**src/rtl/layer_sequencer_pkg.sv**
```systemverilog
// Shared definitions for the layer sequencer: FSM state encoding and
// weight-set sizing helper.
package layer_sequencer_pkg;

    typedef enum logic [2:0] {
        ST_IDLE,
        ST_LOAD,
        ST_FLUSH,
        ST_START,
        ST_WAIT,
        ST_DONE
    } state_t;

    // Number of weight words in one full layer load.
    function automatic int unsigned total_words(input int unsigned inputs,
                                                input int unsigned neurons);
        return inputs * neurons;
    endfunction

endpackage

```
**src/rtl/layer_sequencer_addr.sv**
```systemverilog
// Nested weight/neuron address counter for neuron-major weight streaming.
// Flags the final word of the set and wraps both counters after it.
module weight_addr_counter #(
    parameter int INPUTS  = 400,
    parameter int NEURONS = 15
) (
    input  logic                       clk,
    input  logic                       rst_n,
    input  logic                       clear,
    input  logic                       advance,
    output logic [$clog2(INPUTS)-1:0]  weight_idx,
    output logic [$clog2(NEURONS)-1:0] neuron_idx,
    output logic                       last
);

    localparam int WW = $clog2(INPUTS);
    localparam int NW = $clog2(NEURONS);
    localparam logic [WW-1:0] W_LAST = WW'(INPUTS - 1);
    localparam logic [NW-1:0] N_LAST = NW'(NEURONS - 1);

    logic w_wrap;

    assign w_wrap = (weight_idx == W_LAST);
    assign last   = w_wrap && (neuron_idx == N_LAST);

    // NOTE: sequential state uses non-blocking assignments so every register
    // samples pre-edge values regardless of statement order.
    always_ff @(posedge clk or negedge rst_n) begin
        if (!rst_n) begin
            weight_idx <= '0;
            neuron_idx <= '0;
        end else if (clear) begin
            weight_idx <= '0;
            neuron_idx <= '0;
        end else if (advance) begin
            if (w_wrap) begin
                weight_idx <= '0;
                neuron_idx <= last ? '0 : neuron_idx + NW'(1);
            end else begin
                weight_idx <= weight_idx + WW'(1);
            end
        end
    end

endmodule

```
**src/rtl/layer_sequencer.sv**
```systemverilog
// Sequencer between the host weight stream and one fully-connected layer:
// loads weights neuron-major, then pulses layer start and waits for done.
module layer_sequencer
    import layer_sequencer_pkg::*;
#(
    parameter int INPUTS  = 400,
    parameter int NEURONS = 15
) (
    input  logic                       clk,
    input  logic                       rst_n,
    input  logic                       load_req,
    input  logic                       run_after,
    input  logic                       run_req,
    input  logic                       abort,
    input  logic                       wvalid,
    input  logic [63:0]                wdata,
    output logic                       wready,
    output logic                       write_weight,
    output logic [$clog2(NEURONS)-1:0] neuron_sel,
    output logic [$clog2(INPUTS)-1:0]  weight_sel,
    output logic [63:0]                weight_bus,
    output logic                       layer_start,
    input  logic                       layer_done,
    output logic                       busy,
    output logic                       load_done,
    output logic                       run_done
);

    state_t                       state;
    state_t                       next_state;
    logic                         auto_run;
    logic                         accept;
    logic                         last_word;
    logic                         cnt_clear;
    logic [$clog2(INPUTS)-1:0]    weight_idx;
    logic [$clog2(NEURONS)-1:0]   neuron_idx;

    // abort drops wready in its own cycle so no word is taken while leaving.
    assign wready    = (state == ST_LOAD) && !abort;
    assign accept    = wvalid && wready;
    assign cnt_clear = abort || ((state == ST_IDLE) && load_req);

    weight_addr_counter #(
        .INPUTS  (INPUTS),
        .NEURONS (NEURONS)
    ) u_addr (
        .clk        (clk),
        .rst_n      (rst_n),
        .clear      (cnt_clear),
        .advance    (accept),
        .weight_idx (weight_idx),
        .neuron_idx (neuron_idx),
        .last       (last_word)
    );

    // NOTE: next_state gets a default before the case so no path leaves it
    // unassigned, which would otherwise infer a latch.
    always_comb begin
        next_state = state;
        case (state)
            ST_IDLE: begin
                if (load_req)     next_state = ST_LOAD;
                else if (run_req) next_state = ST_START;
            end
            ST_LOAD:  if (accept && last_word) next_state = ST_FLUSH;
            ST_FLUSH: next_state = auto_run ? ST_START : ST_IDLE;
            ST_START: next_state = ST_WAIT;
            ST_WAIT:  if (layer_done) next_state = ST_DONE;
            ST_DONE:  next_state = ST_IDLE;
            default:  next_state = ST_IDLE;
        endcase
        if (abort) next_state = ST_IDLE;
    end

    always_ff @(posedge clk or negedge rst_n) begin
        if (!rst_n) begin
            state    <= ST_IDLE;
            auto_run <= 1'b0;
        end else begin
            state <= next_state;
            if (abort)
                auto_run <= 1'b0;
            else if ((state == ST_IDLE) && load_req)
                auto_run <= run_after;
        end
    end

    // Write port lags acceptance by one cycle; address/data hold when idle.
    always_ff @(posedge clk or negedge rst_n) begin
        if (!rst_n) begin
            write_weight <= 1'b0;
            neuron_sel   <= '0;
            weight_sel   <= '0;
            weight_bus   <= '0;
        end else begin
            write_weight <= accept;
            if (accept) begin
                neuron_sel <= neuron_idx;
                weight_sel <= weight_idx;
                weight_bus <= wdata;
            end
        end
    end

    assign busy        = (state != ST_IDLE);
    assign load_done   = (state == ST_FLUSH);
    assign layer_start = (state == ST_START);
    assign run_done    = (state == ST_DONE);

endmodule

```
**config.mk**
```make
export PLATFORM = sky130hd
export DESIGN_NAME = layer_sequencer
export DESIGN_NICKNAME = d
export VERILOG_FILES = /design/src/rtl/layer_sequencer_pkg.sv /design/src/rtl/layer_sequencer_addr.sv /design/src/rtl/layer_sequencer.sv
export SDC_FILE = /design/constraint.sdc
export NUM_CORES = 1
export LEC_CHECK = 0
export ABC_AREA = 1
export CAP_MARGIN = 20
export CORE_MARGIN = 2
export CORE_UTILIZATION = 44
export CTS_CLUSTER_DIAMETER = 150
export DETAILED_ROUTE_END_ITERATION = 10
export PLACE_DENSITY = 0.8
export SLEW_MARGIN = 10
export SYNTH_ARGS = -nofsm -noshare
export SYNTH_HDL_FRONTEND = slang
export SYNTH_SLANG_ARGS = --single-unit
```
**constraint.sdc**
```tcl
create_clock -name clk -period 1.9 [get_ports clk]
set_clock_uncertainty 0.1 [all_clocks]
set_input_delay 0.57 -clock clk [delete_from_list [all_inputs] [get_ports clk]]
set_output_delay 0.57 -clock clk [all_outputs]
set_load 0.02 [all_outputs]
```
==> impl_metrics.toml, run 1 <==
[global_routing]
antenna_found_initial = 0
grt_max_degree = 52
grt_usage_pct = 21.6
grt_pass1_vias = 3677
grt_overflow_total = 0
grt_pass1_wl_um = 17200

[timing]
period_share_pct = 100
relSlewSlack_pct = 81.1
setup_viol = 1
period_needed_ps = 1900
slew_violations = 0
final-hold-violation-count = 0
max_freq_mhz = 525
rsz0062_at_grt = "yes"
worst_pin_slew_ps = 285
worst_slack_ps = -3.94

[synthesis]
synth_cells = 479
synth.distinct_cells = 25
ys_seq_elements = 95
syn_nets = 554
syn_avg_cell_area_sq_um = 8.42
syn-cell-area_sq_mm = 0.00403
ys_seq_area_share_pct = 59.0
synth_warnings = 0

[pwr]
p_per_area_mw_per_mm2 = 1350
p_leak_uw = 0.00323
ir_drop_v = 0.000599

[clock_network]
cts_tree = "yes"
clk_latency_ps = 350
clkTransAtPathRegs_ps = 90
cts_made_buffers = 9
cts_buffer_depth = 2
cts_root_buffer = "clkbuf_8"
h-tree-depth = 3
clock-sinks = 95

[detailed_routing]
firstDrtPassIters = 4
drc = 0
vias = 3642
drt-vias-per-instance = 4.79
avgRoutedWirePerCell_um = 13.9
route.antenna.remaining_nets = 0
drt_iter0_drc = 93
wl_um = 10600

[floorplan]
num_rows = 34
die-area_sq_mm = 0.00995
die_x_um = 99.7
initial_utilization_pct = 45.8
die_height_um = 99.7
core_area_sq_mm = 0.00881
io-pin-count = 155

[setup_path]
path_class = "register to primary output"
cp-start-kind = "register"
critPathArrivalTime_ps = 1230
crit_fanout = 6
cp-end-kind = "primary output"
required_ps = 1230

[placed_design]
numPortBuffers = 154
gp_congestion = 0.851
pre_cts_ws_ps = -627
postPlaceCellArea_sq_mm = 0.00583
dp_hpwl_um = 7860

[final_layout]
drive_above_1_share_pct = 9.04
fill_cells = 747
stdcell_area_sq_mm = 0.00597
multi_input_area_sq_mm = 0.00146
regArea_sq_mm = 0.00238
final_util_pct = 67.8
syn2layout_area_growth_pct = 48.0
fin_nets = 723
n_antenna_cell = 0

[hold_path]
hold_path.class = "register to register"

[status]
status = "complete, but fails checks"
violations = "setup timing"

[flow_run]
maxCapViolations = 0
## flip-flops by register name, indices dropped and copies added, names as in the netlist
register           count
auto_run               1
neuron_sel             4
state                  3
u_addr.neuron_idx      4
u_addr.weight_idx      9
weight_bus            64
weight_sel             9
write_weight           1
## per-layer routing
| layer | up-vias | routed length, um | GRT usage (%) |
|---|---|---|---|
| met1 | 1700 | 4510 | 27.2 |
| met5 | - | 0 | 0 |
| met3 | 17 | 554 | 3.65 |
| li1 | 1811 | - | - |
| met2 | 114 | 5320 | 37.6 |
| met4 | 0 | 206 | 7.80 |
## power by group
part,internal (uW),switching [uW]
combinational,1380,2080
sequential,2740,385
clock,779,695
## stage by stage
step | hold slack, ps | instances | total power [uW] | TNS (ps)
6_report | 378 | 761 | 8050 | -3.94
4_1_cts | 382 | 761 | 8120 | -60.4
2_1_floorplan | 174 | 479 | 5050 | 0
3_3_place_gp | 347 | 743 | 7010 | -11810
5_1_grt | 404 | 761 | 8550 | -310
3_5_place_dp | 349 | 743 | 7150 | -14510
## synthesized netlist by cell type (all sizes together)
master,instances,area [sq um]
ha,3,37.5
o21bai,1,7.51
buf,19,116
or2,1,6.26
inv,23,86.3
nand2,265,1010
dfrtp,95,2380
nor2,20,90.1
nand3,19,105
o22ai,1,6.26
xor2,3,26.3
nor3,2,10.0
o21ai,19,95.1
o21a,2,15.0
a21oi,2,10.0
nand4,4,31.3
## worst max-delay path: stages (launching register included)
cell	delay [ps]
dfrtp_2	470
nor2_4	140
nand3_2	90
inv_2	70
buf_6	110
## cell type report
type                       instances  area share, %
clock buffer                      11           2.37
clock inverter                     5           1.36
inverter                          23           1.45
multi-input combinational        342           24.5
sequential                        95           39.8
tap                              108           2.26
timing repair buffer             177           28.2
## placed cells by master (no fill, tap or decap), types with 5 or more instances in the layout
master | netlist | routed
nand2_1 | 262 | 262
dfrtp_1 | 95 | 94
dlygate4sd2_1 | 0 | 79
clkdlybuf4s50_1 | 0 | 69
buf_4 | 1 | 19
inv_1 | 21 | 18
nor2_1 | 18 | 17
nand3_1 | 17 | 17
o21ai_1 | 12 | 12
clkbuf_8 | 0 | 10
o21ai_0 | 7 | 7
buf_12 | 0 | 6
inv_2 | 2 | 5
## what timing repair did
| action | 4_1_cts | 5_1_grt |
|---|---|---|
| buffers inserted | 1 | 0 |
| hold buffers | 1 | 0 |
| endpoints found under the setup margin | 83 | 5 |
| hold endpoints to repair | 13 | 0 |
| gates resized for setup | 106 | 5 |
## path summary, 6_finish.rpt
kind	to	depth (start not counted)	slack, ps	from
max	wready	4	-4	state[1]$_DFFE_PN0P_
max in group asynchronous	weight_bus[2]$_DFFE_PN0P_	3	690	rst_n
max reg2reg	u_addr.neuron_idx[2]$_DFFE_PN0P_	8	170	u_addr.weight_idx[1]$_DFFE_PN0P_
min	weight_bus[48]$_DFFE_PN0P_	2	380	weight_bus[48]$_DFFE_PN0P_
min reg2reg	weight_bus[48]$_DFFE_PN0P_	2	380	weight_bus[48]$_DFFE_PN0P_
min in group asynchronous	state[0]$_DFFE_PN0P_	2	510	rst_n
## logic make-up after synthesis
logic type	after synthesis	share of synthesized area, %
buffers and inverters	42	5.03
DFF	95	59.0
AOI/OAI and AO/OA	25	3.32
adders and majority gates	3	0.931
and+or+nand+nor	311	31.1
xor gates and xnor gates	3	0.652
Note: power is estimated with default switching activity, not from simulation.
==> run 2: changes to the inputs <==
--- a/config.mk
+++ b/config.mk
@@ -7,11 +7,14 @@
 export LEC_CHECK = 0
 export ABC_AREA = 1
 export CAP_MARGIN = 20
+export CELL_PAD_IN_SITES_DETAIL_PLACEMENT = 1
+export CELL_PAD_IN_SITES_GLOBAL_PLACEMENT = 1
 export CORE_MARGIN = 2
-export CORE_UTILIZATION = 44
+export CORE_UTILIZATION = 31
 export CTS_CLUSTER_DIAMETER = 150
 export DETAILED_ROUTE_END_ITERATION = 10
-export PLACE_DENSITY = 0.8
+export PLACE_DENSITY_LB_ADDON = 0.1
+export SKIP_CTS_REPAIR_TIMING = 1
 export SLEW_MARGIN = 10
 export SYNTH_ARGS = -nofsm -noshare
 export SYNTH_HDL_FRONTEND = slang
==> run 2 against run 1 <==
Net effect: the run still ends with setup timing left; register-to-register slack barely moved; flip-flop and latch count unchanged; via count grew 2.4%; fmax grew 0.18%; non-clock buffer count up 6; wire length rose by 17%; power grew 14%; first-iteration DRC count is 87% higher; sequential share of layout area shrank 3.4 points; hold slack got worse by 210 ps; critical endpoint unchanged; count of clock-buffer cells in the layout did not move.
==> impl_metrics.toml, run 2 (synthesis results as in run 1) <==
[pwr]
p_per_area_mw_per_mm2 = 1400
combPwrFrac_pct = 43.6
p_clk_share_pct = 22.2
internal-power_uw = 5840
p_leak_uw = 0.00414
ir_drop_v = 0.000545
seq_power_share_pct = 34.2
sw_frac_of_total_pct = 36.2
p_sw_uw = 3320

[clock_network]
cts_buffer_depth = 2
cts_made_buffers = 9
cts_tree = "yes"
clkTransAtPathRegs_ps = 70
cts_root_buffer = "clkbuf_16"
clock-sinks = 95
h-tree-depth = 3
clk_latency_ps = 340

[global_routing]
grt_pass1_vias = 3967
grt_max_degree = 96
antenna_found_initial = 0
grt_pass1_wl_um = 20500
grt_overflow_total = 0
grt_usage_pct = 18.4

[floorplan]
initial_utilization_pct = 31.8
die_height_um = 118
core_area_sq_mm = 0.0127
die_x_um = 118
die-area_sq_mm = 0.0139
io-pin-count = 155
num_rows = 41

[detailed_routing]
firstDrtPassIters = 4
wl_um = 12400
vias = 3728
route.antenna.remaining_nets = 0
avgRoutedWirePerCell_um = 15.0
drt-vias-per-instance = 4.49
drc = 0
drt_iter0_drc = 174

[status]
status = "complete, but fails checks"
violations = "setup timing"

[final_layout]
layout_commonest_cell = "nand2_1"
syn2layout_area_growth_pct = 62.0
fin_nets = 729
regMostFlops = "weight_bus"
n_antenna_cell = 0
reg_top3 = "weight_bus (64), u_addr.weight_idx (9), weight_sel (9)"
fill_cells = 1485
largest_reg_flops = 64
fin_cells = 830
multi_input_area_sq_mm = 0.00148
final_cell_mix = "nand2_1, dfrtp_1, dlymetal6s2s_1, clkdlybuf4s50_1, buf_4"
regArea_sq_mm = 0.00238
final_util_pct = 51.6
drive_above_1_share_pct = 10.3
stdcell_area_sq_mm = 0.00653

[hold_path]
hold_path.class = "primary input to async pin"

[setup_path]
max_stage_delay_ps = 400
r2r-start = "u_addr.weight_idx[1]$_DFFE_PN0P_"
required_ps = 1230
ff2ff_path_depth = 8
crit_start = "state[0]$_DFFE_PN0P_"
critPathArrivalTime_ps = 1230
path_class = "register to primary output"
cp-start-kind = "register"
critPathCapture = "wready"
path_cells = "inv_2, nor2_4, nand3_2, inv_2, buf_4"
r2r_slack_ps = 180
r2r-end = "u_addr.neuron_idx[2]$_DFFE_PN0P_"
cpMostUsedCell = "inv_2"
cp-end-kind = "primary output"
slowest_stage = "dfrtp_1"
crit_fanout = 3

[timing]
setup_viol = 1
holdWs_ps = 169
worst_slack_ps = -0.478
period_share_pct = 100
relSlewSlack_pct = 65.0
max_freq_mhz = 526
period_needed_ps = 1900
slew_violations = 0
rsz0062_at_grt = "yes"
worst_pin_slew_ps = 525
final-hold-violation-count = 0

[placed_design]
dp_hpwl_um = 8690
postPlaceCellArea_sq_mm = 0.00596
gp_congestion = 0.770
place_inst = 812
numPortBuffers = 154

[flow_run]
maxCapViolations = 0
==> run 2: cell types whose count changed in the layout (fill, tap and decap cells not counted), sizes merged <==
cell / before / now
clkinvlp: 1 / 0
dlygate4sd3: 1 / 0
buf: 28 / 35
dlygate4sd2: 79 / 0
bufinv: 2 / 3
clkinv: 2 / 1
dlymetal6s2s: 0 / 79
==> run 2: area by class of cell <==
| cell class | instances | share of cell area, % |
|---|---|---|
| tap | 172 | 3.29 |
| inverter | 23 | 1.32 |
| clock inverter | 4 | 1.46 |
| clock buffer | 11 | 3.56 |
| timing repair buffer | 183 | 31.3 |
| sequential | 95 | 36.4 |
| multi-input combinational | 342 | 22.7 |
==> run 2: power by group through the flow <==
stage | sequential (uW) | clock (uW) | combinational (uW)
finish | 3130 | 2030 | 3990
global route | 3240 | 2180 | 4310
CTS | 3160 | 2100 | 4100
detailed placement | 3190 | 0 | 4070
global placement | 3150 | 0 | 3990
floorplan | 3990 | 0 | 1060
==> run 2: critical path, delay by kind of cell (launching register included) <==
family	cells	cell delay, ps
flip-flops	1	400
AND/OR/NAND/NOR	2	200
buffers and inverters	3	290
==> run 2: layer usage <==
metal | GRT usage (%) | vias to the layer above | share of wire, %
met5 | 0 | - | 0
met4 | 7.15 | 0 | 2.0
met3 | 3.15 | 14 | 3.3
met2 | 32.1 | 81 | 50
met1 | 22.7 | 1810 | 45
li1 | - | 1823 | -
==> run 2: worst min-delay path by stage <==
stage,start,end,depth (start not counted)
floorplan,rst_n,auto_run$_DFFE_PN0N_,0
global placement,weight_bus[51]$_DFFE_PN0P_,weight_bus[51]$_DFFE_PN0P_,2
detailed placement,weight_bus[26]$_DFFE_PN0P_,weight_bus[26]$_DFFE_PN0P_,2
CTS,rst_n,weight_bus[4]$_DFFE_PN0P_,2
global route,rst_n,weight_bus[4]$_DFFE_PN0P_,2
finish,rst_n,weight_bus[4]$_DFFE_PN0P_,2
==> run 2: stage by stage <==
stage | setup WS [ps] | power, uW | TNS (ps)
2_1_floorplan | 208 | 5050 | 0
3_3_place_gp | -598 | 7140 | -12910
3_5_place_dp | -625 | 7270 | -15100
4_1_cts | -632 | 9360 | -10240
5_1_grt | -72.1 | 9720 | -148
6_report | -0.478 | 9150 | -0.478
==> run 3: changes to the inputs <==
--- a/config.mk
+++ b/config.mk
@@ -9,11 +9,12 @@
 export CAP_MARGIN = 20
 export CELL_PAD_IN_SITES_DETAIL_PLACEMENT = 1
 export CELL_PAD_IN_SITES_GLOBAL_PLACEMENT = 1
-export CORE_MARGIN = 2
+export CORE_MARGIN = 5
 export CORE_UTILIZATION = 31
 export CTS_CLUSTER_DIAMETER = 150
 export DETAILED_ROUTE_END_ITERATION = 10
 export PLACE_DENSITY_LB_ADDON = 0.1
+export RECOVER_POWER = 25
 export SKIP_CTS_REPAIR_TIMING = 1
 export SLEW_MARGIN = 10
 export SYNTH_ARGS = -nofsm -noshare
==> run 3 against run 2 <==
Net effect: the run still ends with setup timing left; sequential share of layout area increased by 0.45 points; fmax fell by 0.95%; cell count grew 0.12%; die area up 10%.
==> impl_metrics.toml, run 3 (synthesis results as in run 1) <==
[final_layout]
regMostFlops = "weight_bus"
reg_top3 = "weight_bus (64), u_addr.weight_idx (9), weight_sel (9)"
fin_nets = 729
fill_cells = 1505
regArea_sq_mm = 0.00238
n_antenna_cell = 0
final_cell_mix = "nand2_1, dfrtp_1, dlymetal6s2s_1, clkdlybuf4s50_1, buf_4"
layout_commonest_cell = "nand2_1"
multi_input_area_sq_mm = 0.00149
largest_reg_flops = 64
syn2layout_area_growth_pct = 60.0
drive_above_1_share_pct = 10.6

[floorplan]
die-area_sq_mm = 0.0154
die_height_um = 124
die_x_um = 124
initial_utilization_pct = 31.8
num_rows = 41
io-pin-count = 155
core_area_sq_mm = 0.0127

[global_routing]
antenna_found_initial = 0
grt_pass1_vias = 4004
grt_overflow_total = 0
grt_pass1_wl_um = 20300
grt_usage_pct = 16.9
grt_max_degree = 65

[clock_network]
clock-sinks = 95
h-tree-depth = 3
cts_root_buffer = "clkbuf_16"
cts_buffer_depth = 2
clk_latency_ps = 340
cts_tree = "yes"
clkTransAtPathRegs_ps = 70
cts_made_buffers = 9

[detailed_routing]
drc = 0
drt_iter0_drc = 144
firstDrtPassIters = 4
drt-vias-per-instance = 4.52
avgRoutedWirePerCell_um = 15.5
vias = 3754
route.antenna.remaining_nets = 0
wl_um = 12800

[pwr]
seq_power_share_pct = 35.0
internal-power_uw = 5640
p_leak_uw = 0.00411
power.total_uw = 8990
combPwrFrac_pct = 44.0
p_per_area_mw_per_mm2 = 1390
sw_frac_of_total_pct = 37.3
p_clk_share_pct = 21.0
p_sw_uw = 3350
ir_drop_v = 0.000469

[setup_path]
r2r-end = "weight_bus[18]$_DFFE_PN0P_"
r2r_slack_ps = 220
r2r-start = "state[0]$_DFFE_PN0P_"
required_ps = 1230
critPathArrivalTime_ps = 1250
crit_fanout = 4
cp-end-kind = "primary output"
path_class = "register to primary output"
cp-start-kind = "register"
ff2ff_path_depth = 8

[timing]
relSlewSlack_pct = 46.5
slew_violations = 0
max_freq_mhz = 521
period_needed_ps = 1920
holdWs_ps = 128
worst_pin_slew_ps = 803
final-hold-violation-count = 0
tns_ps = -18.7
rsz0062_at_grt = "yes"
worst_slack_ps = -18.7
setup_viol = 1
period_share_pct = 101

[status]
violations = "setup timing"
status = "complete, but fails checks"

[hold_path]
hold_path.class = "primary input to async pin"

[placed_design]
gp_congestion = 0.798
pre_cts_ws_ps = -625
numPortBuffers = 154
dp_hpwl_um = 9380

[flow_run]
maxCapViolations = 0
## run 3: layer usage
metal	global-route usage (%)	share of wire, %
met2	28.0	49
met5	0	0
met4	5.95	1.6
met1	22.1	44
met3	3.13	4.8
## run 3: how the worst max path moves through the flow
stage | slack (ps) | startpoint | endpoint
2_1_floorplan | 210 | abort | wready
3_3_place_gp | -600 | abort | wready
3_5_place_dp | -620 | abort | wready
4_1_cts | -630 | abort | wready
5_1_grt | -120 | state[0]$_DFFE_PN0P_ | wready
6_report | -20 | state[0]$_DFFE_PN0P_ | wready
## run 3: area by class of cell
cell class                      count  share of cell area, %
Tap cell                          172                   3.33
Sequential cell                    95                   36.9
Inverter                           23                   1.34
Clock buffer                       13                   4.19
Timing Repair Buffer              183                   30.6
Multi-Input combinational cell    342                   23.1
Clock inverter                      3                  0.620
## run 3: worst max-delay path: stages, from the launching register on
cell,delay [ps]
dfrtp_1,420
inv_2,100
nor2_4,100
nand3_2,90
inv_2,80
buf_6,110
## run 3: power by group through the flow
stage                     registers (uW)  logic, uW  clock network (uW)
after global placement              3160       3990                   0
after CTS                           3170       4070                1950
after detailed placement            3200       4060                   0
final                               3150       3950                1890
after global routing                3260       4290                2040
after floorplan                     3990       1060                   0
## run 3: stage by stage
stage	instance area (sq um)	util (%)	std cells
2_1_floorplan	4030	-	479
3_3_place_gp	5940	46.9	814
3_5_place_dp	5940	46.9	814
4_1_cts	6250	49.3	830
5_1_grt	6450	50.9	831
6_report	6450	50.9	831
